===== config.mk =====
export PLATFORM = sky130hd
export DESIGN_NAME = mem_stage_lsu
export DESIGN_NICKNAME = d
export VERILOG_FILES = /design/src/rtl/pipeline_pkg.sv /design/src/rtl/lsu_align.sv /design/src/rtl/mem_stage_lsu.sv
export SDC_FILE = /design/constraint.sdc
export NUM_CORES = 1
export LEC_CHECK = 0
export CAP_MARGIN = 25
export CORE_MARGIN = 3
export CORE_UTILIZATION = 45
export DETAILED_ROUTE_END_ITERATION = 10
export DONT_BUFFER_PORTS = 1
export SYNTH_ARGS = -nofsm -noshare
export SYNTH_HDL_FRONTEND = slang
export SYNTH_HIERARCHICAL = 1
export SYNTH_SLANG_ARGS = --single-unit

===== constraint.sdc =====
create_clock -name clk_i -period 5.36 [get_ports clk_i]
set_input_delay 1.34 -clock clk_i [delete_from_list [all_inputs] [get_ports clk_i]]
set_output_delay 1.34 -clock clk_i [all_outputs]
set_load 0.05 [all_outputs]

===== src/rtl/pipeline_pkg.sv =====
// Shared definitions for the MEM-stage load/store unit.
//  - funct3 encodings for access size/signedness (inst[14:12])
//  - LSU FSM state type
//  - f3_size: maps funct3 to an access size code (0=byte, 1=half, 2=word)
package pipeline_pkg;

    localparam logic [2:0] F3_B  = 3'b000;
    localparam logic [2:0] F3_H  = 3'b001;
    localparam logic [2:0] F3_W  = 3'b010;
    localparam logic [2:0] F3_BU = 3'b100;
    localparam logic [2:0] F3_HU = 3'b101;

    typedef enum logic [1:0] {
        IDLE = 2'd0,
        WAIT = 2'd1,
        HOLD = 2'd2
    } lsu_state_e;

    // Size is carried in funct3[1:0]; any encoding that is not byte or half
    // (including the unused ones) is treated as a full word.
    function automatic logic [1:0] f3_size(input logic [2:0] f3);
        case (f3[1:0])
            F3_B[1:0]: return 2'd0;
            F3_H[1:0]: return 2'd1;
            default:   return 2'd2;
        endcase
    endfunction

endpackage


===== src/rtl/lsu_align.sv =====
// Combinational lane logic for the LSU.
//  i_funct3   in  3      access size/signedness
//  i_off      in  2      byte offset within the word (addr[1:0])
//  i_wsrc     in  Width  store source data (rs2)
//  i_rdata    in  Width  raw read word from memory
//  o_be       out Width/8 byte enables
//  o_wdata    out Width  lane-replicated store data
//  o_ldata    out Width  extracted and extended load value
//  o_misalign out 1      access not naturally aligned for its size
module lsu_align
    import pipeline_pkg::*;
#(
    parameter int Width = 32
) (
    input  logic [2:0]         i_funct3,
    input  logic [1:0]         i_off,
    input  logic [Width-1:0]   i_wsrc,
    input  logic [Width-1:0]   i_rdata,
    output logic [Width/8-1:0] o_be,
    output logic [Width-1:0]   o_wdata,
    output logic [Width-1:0]   o_ldata,
    output logic               o_misalign
);

    logic [Width-1:0] w_r;
    logic             w_uns;

    // Shift the addressed byte lane down to bit 0 before extending.
    assign w_r   = i_rdata >> {i_off, 3'b000};
    assign w_uns = i_funct3[2];

    always_comb begin
        o_be       = '0;
        o_wdata    = '0;
        o_ldata    = '0;
        o_misalign = 1'b0;
        case (f3_size(i_funct3))
            2'd0: begin
                o_be    = 4'b0001 << i_off;
                o_wdata = {4{i_wsrc[7:0]}};
                o_ldata = {{24{w_r[7] & ~w_uns}}, w_r[7:0]};
            end
            2'd1: begin
                o_be       = 4'b0011 << i_off;
                o_wdata    = {2{i_wsrc[15:0]}};
                o_ldata    = {{16{w_r[15] & ~w_uns}}, w_r[15:0]};
                o_misalign = i_off[0];
            end
            default: begin
                o_be       = 4'b1111;
                o_wdata    = i_wsrc;
                o_ldata    = w_r;
                o_misalign = (i_off != 2'b00);
            end
        endcase
    end

endmodule


===== src/rtl/mem_stage_lsu.sv =====
// MEM-stage load/store unit for the 5-stage RV32I pipeline.
// Issues one req/ack data-memory transaction per MEM-stage load or store,
// stalls IF..MEM while memory has not acknowledged, and formats load data
// for the MEM/WB register.
//  clk_i, rst_ni            clock, async active-low reset
//  MemRen_MEM, MemWen_MEM   load / store in MEM (store wins if both)
//  funct3_MEM, alu_MEM      access size/sign, byte address
//  rs2_MEM                  store data
//  pipe_stall_i             external hazard stall holding MEM
//  dmem_*                   memory request port (ack same-cycle rdata)
//  dataR                    formatted load result (0 for stores/idle)
//  stall_o                  hold IF..MEM while waiting for ack
//  misalign_o               misaligned access, not issued
module mem_stage_lsu
    import pipeline_pkg::*;
#(
    parameter int Width = 32
) (
    input  logic               clk_i,
    input  logic               rst_ni,
    input  logic               MemRen_MEM,
    input  logic               MemWen_MEM,
    input  logic [2:0]         funct3_MEM,
    input  logic [Width-1:0]   alu_MEM,
    input  logic [Width-1:0]   rs2_MEM,
    input  logic               pipe_stall_i,
    output logic               dmem_req_o,
    output logic               dmem_we_o,
    output logic [Width-1:0]   dmem_addr_o,
    output logic [Width/8-1:0] dmem_be_o,
    output logic [Width-1:0]   dmem_wdata_o,
    input  logic               dmem_ack_i,
    input  logic [Width-1:0]   dmem_rdata_i,
    output logic [Width-1:0]   dataR,
    output logic               stall_o,
    output logic               misalign_o
);

    lsu_state_e r_state, w_next;

    logic [Width-1:0]   r_addr, r_wdata, r_rdata;
    logic [Width/8-1:0] r_be;
    logic [2:0]         r_funct3;
    logic [1:0]         r_off;
    logic               r_we;

    logic               w_in_wait, w_access, w_load, w_latch, w_cap;
    logic [2:0]         w_f3;
    logic [1:0]         w_off;
    logic [Width/8-1:0] w_be;
    logic [Width-1:0]   w_wdata, w_ldata, w_fmt;
    logic               w_mis;

    assign w_in_wait = (r_state == WAIT);
    assign w_access  = MemRen_MEM | MemWen_MEM;

    // While waiting, the MEM inputs may already belong to something else, so
    // formatting of the returning word uses the latched access descriptor.
    assign w_f3   = w_in_wait ? r_funct3 : funct3_MEM;
    assign w_off  = w_in_wait ? r_off    : alu_MEM[1:0];
    assign w_load = w_in_wait ? ~r_we    : ~MemWen_MEM;
    assign w_fmt  = w_load ? w_ldata : '0;

    lsu_align #(.Width(Width)) u_align (
        .i_funct3   (w_f3),
        .i_off      (w_off),
        .i_wsrc     (rs2_MEM),
        .i_rdata    (dmem_rdata_i),
        .o_be       (w_be),
        .o_wdata    (w_wdata),
        .o_ldata    (w_ldata),
        .o_misalign (w_mis)
    );

    always_comb begin
        w_next       = r_state;
        w_latch      = 1'b0;
        w_cap        = 1'b0;
        dmem_req_o   = 1'b0;
        dmem_we_o    = 1'b0;
        dmem_addr_o  = '0;
        dmem_be_o    = '0;
        dmem_wdata_o = '0;
        dataR        = '0;
        stall_o      = 1'b0;
        misalign_o   = 1'b0;
        case (r_state)
            IDLE: begin
                if (w_access) begin
                    if (w_mis) begin
                        misalign_o = 1'b1;
                    end else begin
                        dmem_req_o   = 1'b1;
                        dmem_we_o    = MemWen_MEM;
                        dmem_addr_o  = {alu_MEM[Width-1:2], 2'b00};
                        dmem_be_o    = w_be;
                        dmem_wdata_o = MemWen_MEM ? w_wdata : '0;
                        if (dmem_ack_i) begin
                            dataR = w_fmt;
                            w_cap = 1'b1;
                            if (pipe_stall_i) w_next = HOLD;
                        end else begin
                            stall_o = 1'b1;
                            w_latch = 1'b1;
                            w_next  = WAIT;
                        end
                    end
                end
            end
            WAIT: begin
                dmem_req_o   = 1'b1;
                dmem_we_o    = r_we;
                dmem_addr_o  = r_addr;
                dmem_be_o    = r_be;
                dmem_wdata_o = r_wdata;
                if (dmem_ack_i) begin
                    dataR  = w_fmt;
                    w_cap  = 1'b1;
                    w_next = pipe_stall_i ? HOLD : IDLE;
                end else begin
                    stall_o = 1'b1;
                end
            end
            HOLD: begin
                // Access already completed; replay the result, never reissue.
                dataR = r_rdata;
                if (!pipe_stall_i) w_next = IDLE;
            end
            default: w_next = IDLE;
        endcase
        // In reset the state is already IDLE, but IDLE decodes the live MEM
        // inputs combinationally; force everything quiet until reset lifts.
        if (!rst_ni) begin
            w_next       = IDLE;
            w_latch      = 1'b0;
            w_cap        = 1'b0;
            dmem_req_o   = 1'b0;
            dmem_we_o    = 1'b0;
            dmem_addr_o  = '0;
            dmem_be_o    = '0;
            dmem_wdata_o = '0;
            dataR        = '0;
            stall_o      = 1'b0;
            misalign_o   = 1'b0;
        end
    end

    always_ff @(posedge clk_i or negedge rst_ni) begin
        if (!rst_ni) begin
            r_state  <= IDLE;
            r_addr   <= '0;
            r_wdata  <= '0;
            r_rdata  <= '0;
            r_be     <= '0;
            r_funct3 <= '0;
            r_off    <= '0;
            r_we     <= 1'b0;
        end else begin
            r_state <= w_next;
            if (w_latch) begin
                r_addr   <= {alu_MEM[Width-1:2], 2'b00};
                r_wdata  <= MemWen_MEM ? w_wdata : '0;
                r_be     <= w_be;
                r_funct3 <= funct3_MEM;
                r_off    <= alu_MEM[1:0];
                r_we     <= MemWen_MEM;
            end
            if (w_cap) r_rdata <= w_fmt;
        end
    end

endmodule


==> impl_results.rst <==
.. list-table::
   :header-rows: 1

   * - Metric
     - Value
   * - Class of the tightest hold or removal check
     - register to register
   * - Wire length of the first global-routing pass
     - approximately 35 mm
   * - GR Overflow Total
     - 0
   * - Total count of hold-check failures in the final report
     - 0
   * - Clock H-tree levels
     - 3
   * - Via count of the first global-routing pass
     - ~6500
   * - Count of flip-flops with a built-in enable after synthesis
     - 0
   * - Via count
     - around 6400
   * - Register bit count reported by yosys
     - between 100 and 150
   * - Setup TNS
     - 0 ps
   * - Worst reg2reg path startpoint
     - r_state[1]$_DFFE_PN0P_
   * - Detailed-routing iteration count for the pre-antenna-repair pass
     - 7
   * - Worst min-delay path startpoint
     - r_addr[13]$_DFFE_PN0P_
   * - Shortest period the worst path allows
     - 4920 ps
   * - Most common cell in the synthesized netlist
     - sky130_fd_sc_hd__dfrtp_1
   * - Post-DR wirelength/cell
     - 20.9 um
   * - Combinational family with the most area after synthesis
     - multiplexers
   * - Total setup violations reported at the end of the flow
     - 0
   * - Reg clk slew, reported paths
     - approximately 80 ps
   * - Buffer depth of the longest clock path
     - 2
   * - Clock insertion delay at the later pin of the skew report
     - about 350 ps
   * - Detail-routed via count per cell
     - between 6 and 7
   * - Max-capacitance violation count
     - 0
   * - Global placer's final weighted congestion
     - about 0.9
   * - Number of antenna-violating nets in the routed design
     - 0
   * - Maximum number of pins on one net before global-route repair
     - about 110
   * - Maximum VDD drop
     - between 0.0002 and 0.00025 V
   * - Number of slew-limit violations in the final report
     - 0
   * - Adder and majority gate portion of the synthesized area
     - 0
   * - Share of the cycle needed by the critical path after routing
     - 0.917
   * - Total clock buffers created by CTS
     - 9
   * - Worst Setup Slack post-DPL
     - approximately 580 ps
   * - Critical path capture point type
     - output pin
   * - Worst setup path class
     - register to output pin
   * - Simple-gate portion of the synthesized area
     - 0.108
   * - Portion of synthesized cell area occupied by the leading cell type
     - 0.361
   * - Switching Share
     - 0.380
   * - Layout cells sized above 1
     - 0.215
   * - Post-route core utilization
     - 0.552
   * - Netlist Area Pre-Place
     - roughly 0.0073 sq mm
   * - Post-route setup slack
     - roughly 440 ps
   * - XOR/XNOR Fraction of Synth Area
     - 0
   * - Number of antenna repair diodes
     - 0
   * - Area added between synthesis and finish
     - 19.7%
   * - Timing-limited maximum frequency
     - about 200 MHz
   * - Port Buf Inserts
     - 0
   * - Clock root buffer
     - sky130_fd_sc_hd__clkbuf_16
   * - Unrepaired setup endpoints after global routing
     - false
   * - Die ar.
     - between 0.015 and 0.02 sq mm
   * - Transition time of the tightest slew-check pin
     - approximately 880 ps
   * - Static leakage power
     - between 3 and 4 nW
   * - Mean post-synth cell area
     - roughly 9.2 sq um
   * - Ratio of total power to cell area
     - roughly 330 mW/mm^2
   * - Most used flip-flop cell after synthesis
     - sky130_fd_sc_hd__dfrtp_1
   * - Post-layout net count
     - approximately 940
   * - Routed wire length
     - 22.0 mm
   * - NetSw
     - around 0.0011 W
   * - Setup clock skew after layout
     - 9.03 ps
   * - Number of antenna violations at the first check in global routing
     - 0
   * - Worst setup path startpoint
     - r_state[0]$_DFFE_PN0P_
   * - Combinational power share
     - 0.355
   * - Resize count post-CTS
     - 0
   * - Initial core utilization
     - 0.461
   * - Part of the power in the clock network
     - 0.228
   * - Filler instances
     - approximately 1400
   * - Clock sink count
     - 106
   * - Number of top-level design ports
     - between 200 and 250
   * - Flop pwr share
     - 0.418
   * - DIE HEIGHT
     - ~130 um
   * - Cell-internal power
     - 0.00178 W
   * - Synthesis Warnings
     - 6
   * - Setup Fix Bufs, Post-CTS
     - 0
   * - Share of cell area taken by muxes after synthesis
     - 0.221
   * - HPWL reported at the end of detailed placement
     - between 10 and 15 mm
   * - Hold buffer count at cts
     - 0
   * - Mapped Cells
     - 796
   * - Iteration-0 DRC count of the detailed router
     - 584
   * - Number of remaining DRC errors
     - 0
   * - Overall power consumption
     - ~0.0029 W
   * - Clock tree from TritonCTS
     - built
   * - Arrival time worst endpoint
     - 3580 ps
   * - Number of distinct standard cells referenced by the synthesized netlist
     - between 40 and 50
   * - Horizontal die dimension
     - 134 um
   * - Worst-path fanout max
     - 73
   * - Max_slew headroom
     - 0.410
   * - Synth Area in Compound Gates
     - 0.207
   * - Critical path launch point type
     - register
   * - Async S/R FF share, synth
     - 1.00
   * - Portion of the post-synthesis area used by sequential elements
     - 0.361
   * - Outcome
     - complete, no violations
   * - Placement row count
     - between 40 and 50
   * - Global-route total usage across every layer
     - 0.239
   * - Biggest area contributors in the synthesized netlist
     - sky130_fd_sc_hd__dfrtp_1 36%, sky130_fd_sc_hd__mux2i_1 12%, sky130_fd_sc_hd__mux2_1 5.8%, sky130_fd_sc_hd__o211ai_1 4.9%, sky130_fd_sc_hd__a32o_1 4.4%
   * - Core region area
     - ~0.016 sq mm
   * - Data required, critical path
     - about 4000 ps
   * - Commonest cells post-synth
     - 106 x sky130_fd_sc_hd__dfrtp_1, 87 x sky130_fd_sc_hd__mux2i_1, 81 x sky130_fd_sc_hd__nand2_1
   * - Yosys top cell by area
     - sky130_fd_sc_hd__dfrtp_1
[worst max-delay path, cell delays in order (launching register included)]
cell and delay [ps]:
sky130_fd_sc_hd__dfrtp_1 520, sky130_fd_sc_hd__nor2b_4 280, sky130_fd_sc_hd__buf_4 680, sky130_fd_sc_hd__nand2_1 120
sky130_fd_sc_hd__nand2_1 180, sky130_fd_sc_hd__nor2b_1 130, sky130_fd_sc_hd__a32oi_4 550, sky130_fd_sc_hd__o211ai_1 270
sky130_fd_sc_hd__a32o_1 310, sky130_fd_sc_hd__buf_12 150
[placed cells by master (no fill, tap or decap), types with 3 or more instances in the layout]
cell,instances
sky130_fd_sc_hd__a32o_1,32
sky130_fd_sc_hd__clkbuf_16,9
sky130_fd_sc_hd__clkinv_4,3
sky130_fd_sc_hd__buf_4,85
sky130_fd_sc_hd__mux2_2,26
sky130_fd_sc_hd__nor2_1,73
sky130_fd_sc_hd__o21ai_0,17
sky130_fd_sc_hd__o211ai_1,48
sky130_fd_sc_hd__nor2b_1,4
sky130_fd_sc_hd__or2_0,7
sky130_fd_sc_hd__nand2_1,81
sky130_fd_sc_hd__buf_12,33
sky130_fd_sc_hd__dfrtp_1,106
sky130_fd_sc_hd__mux2i_1,87
sky130_fd_sc_hd__a32oi_1,34
sky130_fd_sc_hd__mux2_1,38
sky130_fd_sc_hd__inv_1,67
sky130_fd_sc_hd__a21oi_1,18
sky130_fd_sc_hd__a22oi_1,32
sky130_fd_sc_hd__or2_2,3
[cell families after synthesis]
kind of cell / after synthesis
DFF: 106
and+or+nand+nor: 183
buffers and inverters: 161
AOI/OAI and AO/OA: 192
other: 1
muxes: 153
[through the flow]
step	hold WS, ps	instances	cell area (sq um)
floorplan	464	797	7350
global placement	474	1037	8450
detailed placement	482	1038	8480
CTS	500	1054	8770
global route	517	1055	8790
finish	497	1055	8790
[registers in the layout, indices dropped and copies added (netlist names)]
signal	count
r_be	4
r_off	2
r_wdata	32
r_funct3	3
r_state	2
r_we	1
r_rdata	32
r_addr	30
[worst paths after layout]
kind | to | slack [ps] | cells past startpoint
max reg2reg | r_addr[27]$_DFFE_PN0P_ | 1780 | 9
min in group asynchronous | r_rdata[16]$_DFFE_PN0P_ | 680 | 0
min | r_addr[13]$_DFFE_PN0P_ | 500 | 1
min reg2reg | r_addr[13]$_DFFE_PN0P_ | 500 | 1
max in group asynchronous | r_rdata[13]$_DFFE_PN0P_ | 4410 | 0
max | dataR[29] | 440 | 9
[per-layer routing]
| layer | GRT usage | up-vias | part of all wire |
|---|---|---|---|
| met1 | 0.305 | 3219 | 0.41 |
| met2 | 0.398 | 273 | 0.49 |
| li1 | - | 2914 | - |
| met3 | 0.0589 | 42 | 0.075 |
| met4 | 0.0789 | 0 | 0.024 |
| met5 | 0 | - | 0 |
[area by class of cell]
type | instances | area, sq um | area share
well taps | 216 | 270 | 0.0307
clock buffers | 9 | 225 | 0.0256
clock inverters | 7 | 60.1 | 0.00683
inverters | 67 | 251 | 0.0286
multi-input cells | 530 | 3980 | 0.453
flip-flops and latches | 106 | 2650 | 0.302
repair buffers | 120 | 1350 | 0.154
[power groups by stage]
stage	logic [W]	registers, W	clock network (W)
6_report	0.00102	0.00120	0.000652
5_1_grt	0.00110	0.00123	0.000699
4_1_cts	0.00102	0.00119	0.000668
3_5_place_dp	0.00102	0.00121	0
3_3_place_gp	0.000974	0.00119	0
2_1_floorplan	0.000783	0.00117	0
Power figures use the tool's default switching activity.
